===== src/rtl/adc_fifo_pkg.sv =====
// adc_fifo_pkg: shared definitions for the ADC sample FIFO.
//   - register selector (paddr[3:2]) and byte offsets of DATA/STATUS/CTRL/THRESH
//   - STATUS and CTRL bit positions
//   - default sample width
package adc_fifo_pkg;

  localparam int unsigned DEFAULT_DATA_W = 12;

  typedef enum logic [1:0] {
    REG_DATA   = 2'd0,
    REG_STATUS = 2'd1,
    REG_CTRL   = 2'd2,
    REG_THRESH = 2'd3
  } reg_sel_e;

  localparam logic [3:0] OFS_DATA   = 4'h0;
  localparam logic [3:0] OFS_STATUS = 4'h4;
  localparam logic [3:0] OFS_CTRL   = 4'h8;
  localparam logic [3:0] OFS_THRESH = 4'hC;

  localparam int unsigned STAT_COUNT_LSB   = 0;
  localparam int unsigned STAT_EMPTY_BIT   = 8;
  localparam int unsigned STAT_FULL_BIT    = 9;
  localparam int unsigned STAT_OVF_BIT     = 10;

  localparam int unsigned CTRL_FLUSH_BIT   = 0;
  localparam int unsigned CTRL_CLR_OVF_BIT = 1;

endpackage


===== src/rtl/adc_fifo_core.sv =====
// adc_fifo_core: circular sample store with pointers, occupancy count and
// registered full / not-empty flags.
// Ports:
//   clk, rst_n        clock, asynchronous active-low reset
//   push, wr_data     push request and sample
//   pop               pop request (ignored when empty)
//   flush             clear pointers and count; a concurrent push is discarded
//   rd_data           head entry, combinational
//   count             occupancy, $clog2(DEPTH)+1 bits
//   full, not_empty   flags registered from the next count
//   dropped           push refused because the FIFO was full and nothing popped
module adc_fifo_core
  import adc_fifo_pkg::*;
#(
  parameter int unsigned DATA_W = DEFAULT_DATA_W,
  parameter int unsigned DEPTH  = 16,
  localparam int unsigned AW    = $clog2(DEPTH),
  localparam int unsigned CW    = AW + 1
) (
  input  logic              clk,
  input  logic              rst_n,
  input  logic              push,
  input  logic [DATA_W-1:0] wr_data,
  input  logic              pop,
  input  logic              flush,
  output logic [DATA_W-1:0] rd_data,
  output logic [CW-1:0]     count,
  output logic              full,
  output logic              not_empty,
  output logic              dropped
);

  logic [DATA_W-1:0] mem_q [DEPTH];
  logic [AW-1:0]     wptr_q, wptr_d;
  logic [AW-1:0]     rptr_q, rptr_d;
  logic [CW-1:0]     count_q, count_d;
  logic              full_q, full_d;
  logic              not_empty_q, not_empty_d;
  logic              at_depth;
  logic              pop_ok;
  logic              push_ok;

  assign at_depth = (count_q == CW'(DEPTH));
  assign pop_ok   = pop && (count_q != '0) && !flush;
  // A pop in the same cycle frees the slot, so a full FIFO still accepts the push.
  assign push_ok  = push && !flush && (!at_depth || pop_ok);
  assign dropped  = push && !flush && at_depth && !pop_ok;

  always_comb begin
    wptr_d  = wptr_q;
    rptr_d  = rptr_q;
    count_d = count_q;
    if (flush) begin
      wptr_d  = '0;
      rptr_d  = '0;
      count_d = '0;
    end else begin
      if (push_ok) wptr_d = wptr_q + AW'(1);
      if (pop_ok)  rptr_d = rptr_q + AW'(1);
      unique case ({push_ok, pop_ok})
        2'b10:   count_d = count_q + CW'(1);
        2'b01:   count_d = count_q - CW'(1);
        default: count_d = count_q;
      endcase
    end
    full_d      = (count_d == CW'(DEPTH));
    not_empty_d = (count_d != '0);
  end

  always_ff @(posedge clk or negedge rst_n) begin
    if (!rst_n) begin
      wptr_q      <= '0;
      rptr_q      <= '0;
      count_q     <= '0;
      full_q      <= 1'b0;
      not_empty_q <= 1'b0;
    end else begin
      wptr_q      <= wptr_d;
      rptr_q      <= rptr_d;
      count_q     <= count_d;
      full_q      <= full_d;
      not_empty_q <= not_empty_d;
    end
  end

  // Storage needs no reset: pointers and count define what is valid.
  always_ff @(posedge clk) begin
    if (push_ok) mem_q[wptr_q] <= wr_data;
  end

  assign rd_data   = mem_q[rptr_q];
  assign count     = count_q;
  assign full      = full_q;
  assign not_empty = not_empty_q;

endmodule


===== src/rtl/adc_sample_fifo.sv =====
// adc_sample_fifo: ADC sample buffer with APB3 slave access.
// Ports:
//   clk, rst                 clock, asynchronous active-low reset
//   wr_en, wr_data           sample push from the acquisition controller
//   fifo_full                count == DEPTH (registered)
//   fifo_not_empty           count != 0 (registered)
//   psel..pwdata             APB3 request; paddr[1:0] ignored
//   prdata, pready, pslverr  APB3 response, zero wait states
//   irq                      level interrupt, present when ADC_FIFO_IRQ_EN is
//                            defined, otherwise tied 0
// Registers: 0x0 DATA (RO, pop), 0x4 STATUS (RO), 0x8 CTRL (WO), 0xC THRESH (RW).
module adc_sample_fifo
  import adc_fifo_pkg::*;
#(
  parameter int unsigned DATA_W     = DEFAULT_DATA_W,
  parameter int unsigned DEPTH      = 16,
  parameter int unsigned THRESH_RST = 8,
  localparam int unsigned CW        = $clog2(DEPTH) + 1
) (
  input  logic              clk,
  input  logic              rst,
  input  logic              wr_en,
  input  logic [DATA_W-1:0] wr_data,
  output logic              fifo_full,
  output logic              fifo_not_empty,
  input  logic              psel,
  input  logic              penable,
  input  logic              pwrite,
  input  logic [3:0]        paddr,
  input  logic [31:0]       pwdata,
  output logic [31:0]       prdata,
  output logic              pready,
  output logic              pslverr,
  output logic              irq
);

  logic [DATA_W-1:0] rd_data;
  logic [CW-1:0]     count;
  logic              full;
  logic              not_empty;
  logic              dropped;
  logic              rd_acc;
  logic              wr_acc;
  reg_sel_e          sel;
  logic              pop;
  logic              flush;
  logic              clr_ovf;
  logic              err;
  logic [31:0]       rdata;
  logic [31:0]       status_w;
  logic              overflow_q, overflow_d;
  logic [7:0]        thresh_q, thresh_d;
  logic              unused_bits;

  assign unused_bits = ^{paddr[1:0], pwdata[31:8]};

  assign rd_acc = psel && penable && !pwrite;
  assign wr_acc = psel && penable && pwrite;
  assign sel    = reg_sel_e'(paddr[3:2]);

  assign pop     = rd_acc && (sel == REG_DATA) && not_empty;
  assign flush   = wr_acc && (sel == REG_CTRL) && pwdata[CTRL_FLUSH_BIT];
  assign clr_ovf = wr_acc && (sel == REG_CTRL) && pwdata[CTRL_CLR_OVF_BIT];

  adc_fifo_core #(
    .DATA_W (DATA_W),
    .DEPTH  (DEPTH)
  ) u_core (
    .clk       (clk),
    .rst_n     (rst),
    .push      (wr_en),
    .wr_data   (wr_data),
    .pop       (pop),
    .flush     (flush),
    .rd_data   (rd_data),
    .count     (count),
    .full      (full),
    .not_empty (not_empty),
    .dropped   (dropped)
  );

  always_comb begin
    status_w                 = '0;
    status_w[STAT_COUNT_LSB +: 8] = 8'(count);
    status_w[STAT_EMPTY_BIT] = !not_empty;
    status_w[STAT_FULL_BIT]  = full;
    status_w[STAT_OVF_BIT]   = overflow_q;
  end

  always_comb begin
    err   = 1'b0;
    rdata = '0;
    if (rd_acc) begin
      unique case (sel)
        REG_DATA:   begin err = !not_empty; rdata = not_empty ? 32'(rd_data) : '0; end
        REG_STATUS: rdata = status_w;
        REG_THRESH: rdata = {24'd0, thresh_q};
        default:    err = 1'b1;
      endcase
    end else if (wr_acc) begin
      err = !((sel == REG_CTRL) || (sel == REG_THRESH));
    end
  end

  // Response is forced to its reset value while rst is held, independent of the bus.
  assign prdata  = rst ? rdata : '0;
  assign pslverr = rst ? err : 1'b0;
  assign pready  = 1'b1;

  always_comb begin
    overflow_d = overflow_q;
    thresh_d   = thresh_q;
    // Set takes priority over a clear in the same cycle.
    if (dropped)      overflow_d = 1'b1;
    else if (clr_ovf) overflow_d = 1'b0;
    if (wr_acc && (sel == REG_THRESH)) thresh_d = pwdata[7:0];
  end

  always_ff @(posedge clk or negedge rst) begin
    if (!rst) begin
      overflow_q <= 1'b0;
      thresh_q   <= 8'(THRESH_RST);
    end else begin
      overflow_q <= overflow_d;
      thresh_q   <= thresh_d;
    end
  end

  assign fifo_full      = full;
  assign fifo_not_empty = not_empty;

`ifdef ADC_FIFO_IRQ_EN
  logic irq_q, irq_d;

  assign irq_d = ((32'(count) >= 32'(thresh_q)) && (thresh_q != '0)) || overflow_q;

  always_ff @(posedge clk or negedge rst) begin
    if (!rst) irq_q <= 1'b0;
    else      irq_q <= irq_d;
  end

  assign irq = irq_q;
`else
  assign irq = 1'b0;
`endif

endmodule


===== config.mk =====
export PLATFORM = sky130hd
export DESIGN_NAME = adc_sample_fifo
export DESIGN_NICKNAME = d
export VERILOG_FILES = /design/src/rtl/adc_fifo_pkg.sv /design/src/rtl/adc_fifo_core.sv /design/src/rtl/adc_sample_fifo.sv
export SDC_FILE = /design/constraint.sdc
export NUM_CORES = 1
export LEC_CHECK = 0
export BUFFER_PORTS_ARGS = -buffer_cell sky130_fd_sc_hd__buf_2
export CELL_PAD_IN_SITES_DETAIL_PLACEMENT = 1
export CELL_PAD_IN_SITES_GLOBAL_PLACEMENT = 1
export CORE_MARGIN = 2
export CORE_UTILIZATION = 45
export DETAILED_ROUTE_END_ITERATION = 10
export HOLD_SLACK_MARGIN = 0.06
export PLACE_DENSITY_LB_ADDON = 0.05
export SLEW_MARGIN = 20
export SYNTH_ARGS = -nofsm -noshare
export SYNTH_HDL_FRONTEND = slang
export SYNTH_SLANG_ARGS = --single-unit

===== constraint.sdc =====
create_clock -name clk -period 2.92 [get_ports clk]
set_clock_uncertainty 0.2 [all_clocks]
set_input_delay 0.584 -clock clk [delete_from_list [all_inputs] [get_ports clk]]
set_output_delay 0.584 -clock clk [all_outputs]
set_load 0.02 [all_outputs]

==> key figures <==
Setup path
  – Critical Path Fanout Max: 6
  – Critical Path RT: 2140 ps
  – CP cell instances: buf_6 > buf_12 > mux4_2 > mux4_2 > a32oi_2 > nor2_1 > buf_4
  – Nature of the critical path startpoint: flop
  – R2R cell count: 10
  – Cell mode on critical path: mux4_2
  – Crit. End Element: primary output
  – R2R setup slack: 190 ps
  – Type of the worst setup path: reg -> out
  – Reg2reg end: u_core.full
  – Worst R2R Start: u_core.count[4]
  – CP max stage delay: 540 ps
  – Worst EP arrival: 2760 ps
  – CP max-delay cell: mux4_2

Die
  – Row cnt: 51
  – DIE HEIGHT: 146 µm
  – Die width: 146 µm
  – Initial Util: 46.2%
  – Core Region: 0.0197 mm²
  – # IOs: 91
  – Die Footprint: 0.0213 mm²

Drt
  – ANT nets after route: 0
  – Vias: 5,002
  – DRC Markers: 0
  – Number of detailed-route iterations in the first pass: 4
  – Final WL: 22.5 mm
  – DRT iter0 DRCs: 334
  – Via density: 5.55
  – Routed length per instance: 24.9 µm

Cells and area
  – Util after Layout: 57.0%
  – Commonest non-fill, non-tap cell in the layout: edfxtp_1
  – Most frequent cells in the layout: 192 x edfxtp_1, 62 x buf_4, 54 x mux4_2
  – Cell area after layout: 0.0112 mm²
  – Share of layout cells above drive strength 1: 39.9%
  – Diode count: 0
  – Area grow syn2layout: 23.4%
  – Final #Nets: 679

Logic synthesis
  – Distinct cells, synth: 48
  – Async S/R FF share, synth: 11.1%
  – Synth area leader: edfxtp_1
  – Avg Cell Area, Syn: 18.3 µm²
  – Synthesized flop and latch total: 216
  – Synth top area cells: edfxtp_1 63%, mux4_2 13%, dfrtp_1 6.3%, buf_4 1.9%, mux4_1 1.2%
  – Top cell type's share of synthesized area: 63.5%
  – Cell area after synthesis: 0.00908 mm²
  – Cells after Synth: 497
  – Sequential share of the synthesized area: 70.1%
  – Most used DFF post-synth: edfxtp_1
  – Number of synthesized flops with an enable pin: 192
  – Warnings from Yosys: 0

Run status
  – Status: finished, violations left
  – Failing checks: setup timing

Timing
  – # setup viols final: 12
  – Worst slew margin: 65.7%
  – Fin. Hold Viols: 0
  – RSZ-0062 raised after global routing: true
  – Slew Viols, Final: 0
  – Setup slack after layout: -623 ps
  – Peak Freq: 282 MHz
  – Fin crit share: 121%
  – Worst-Margin Slew: 514 ps
  – Crit path time final: 3540 ps

CTS
  – Root buffer cell: clkbuf_16
  – Clock buffer depth: 3
  – CTS clock-pin slew for the worst setup and hold paths: 60 ps
  – H-tree depth: 1
  – # clock sinks: 216
  – Num CTS Buffers: 24
  – CTS tree: done
  – Clock latency on the worst-skew pair: 510 ps

Min path
  – Hold Crit Class: in -> reg
  – Worst Hold End: thresh_q[2]
  – Hold path startpoint: pwdata[2]
  – WHS Path Cells: 2

Run
  – Max-cap violation count: 0

Global route
  – Number of global-route vias before repair: 5,463
  – First-pass GRT wire length: 34.0 mm
  – Initial antenna violation count: 0
  – Largest net degree at the start of global routing: 28
  – Global-route usage over all layers: 21.6%
  – Grt total ovfl: 0

Placed design
  – Buffers on Ports: 42
  – Detailed Place HPWL: 14.6 mm
  – Dpl cell area: 0.0101 mm²
  – Routability cong.: 0.832

Pwr
  – Static leakage power: 3.93 nW
  – PD cells: 899 mW/mm²
  – VDD IR max: 0.680 mV
  – Total Power Consumption: 0.0101 W
[synth_stat cells, types with 4 or more instances]
master,n
buf_6,5
mux2_2,8
nand4_1,4
buf_2,4
nor2b_1,6
a21oi_1,11
a211oi_1,11
buf_4,23
xnor2_1,4
dfrtp_1,23
xor2_1,6
ha_1,6
nor3_1,8
nand2_1,20
inv_1,9
mux4_1,4
nor2_1,22
a22oi_1,12
clkbuf_1,16
o21ai_0,4
mux4_2,51
and2_1,12
edfxtp_1,192
[sequential cells by signal, indices dropped and copies added (netlist names)]
signal	cells
u_core.mem_q	192
u_core.count	5
u_core.rptr_q	4
overflow_q	1
u_core.full	1
u_core.not_empty	1
thresh_q	8
u_core.wptr_q	4
[metrics by stage]
stage / hold WS (ps) / std cells / setup slack, ps / setup TNS (ps)
floorplan: 88.4 / 517 / -124 / -5940
global placement: 274 / 842 / -119 / -2910
detailed placement: 297 / 842 / -138 / -6080
CTS: 86.6 / 897 / -635 / -6570
global route: 90.5 / 902 / -707 / -7580
finish: 106 / 902 / -623 / -6420
[metal layers]
| metal | routed length (µm) | up-vias | track usage, % |
|---|---|---|---|
| met4 | 381 | 0 | 5.24 |
| met1 | 9680 | 2637 | 29.6 |
| met3 | 1170 | 26 | 3.19 |
| li1 | - | 2191 | - |
| met5 | 0 | - | 0 |
| met2 | 11300 | 148 | 36.9 |
[cell families after synthesis]
logic type	after synthesis	share of synthesized area [%]
multiplexers	66	15.1
other	2	0.0827
flip-flops	216	70.1
XOR/XNOR	10	0.964
adder cells (fa/ha/maj)	6	0.826
buffers and inverters	58	3.82
AO/OA/AOI/OAI	49	3.83
AND/OR/NAND/NOR	90	5.26
[critical path: cells and delay by family, from the launching register on]
family,cells,cell delay [ps]
buffers and inverters,3,450
DFF,1,460
and+or+nand+nor,1,70
AOI/OAI and AO/OA,1,200
muxes,2,1060
[where the power goes]
part | internal, W | switching, W
Combinational | 0.00150 | 0.00145
Clock | 0.00196 | 0.00121
Sequential | 0.00375 | 0.000210
Total | 0.00721 | 0.00287
[how the worst max path moves through the flow]
stage | from | to | slack (ps) | depth (start not counted)
final | u_core.rptr_q[0] | prdata[5] | -620 | 7
after global routing | u_core.rptr_q[0] | prdata[6] | -710 | 7
after CTS | u_core.rptr_q[0] | prdata[5] | -630 | 7
after detailed placement | paddr[3] | u_core.not_empty | -140 | 11
after global placement | paddr[3] | u_core.not_empty | -120 | 11
after floorplan | paddr[2] | u_core.mem_q[4][0] | -120 | 7
[repair_timing]
action | CTS | global route
setup endpoints to repair | 12 | 13
endpoints found under the hold margin | 23 | 0
setup buffers | 7 | 5
pin swaps | 15 | 9
gates cloned | 3 | 0
resized for setup | 32 | 5
hold buffers | 1 | 0
[area by class of cell]
type,count,area (µm²)
fill,1816,8440
timing repair buffer,125,1090
clock inverter,16,220
clock buffer,28,616
sequential,216,6370
inverter,9,33.8
multi-input combinational,243,2550
tap,265,332
(Power assumes the default switching activity.)
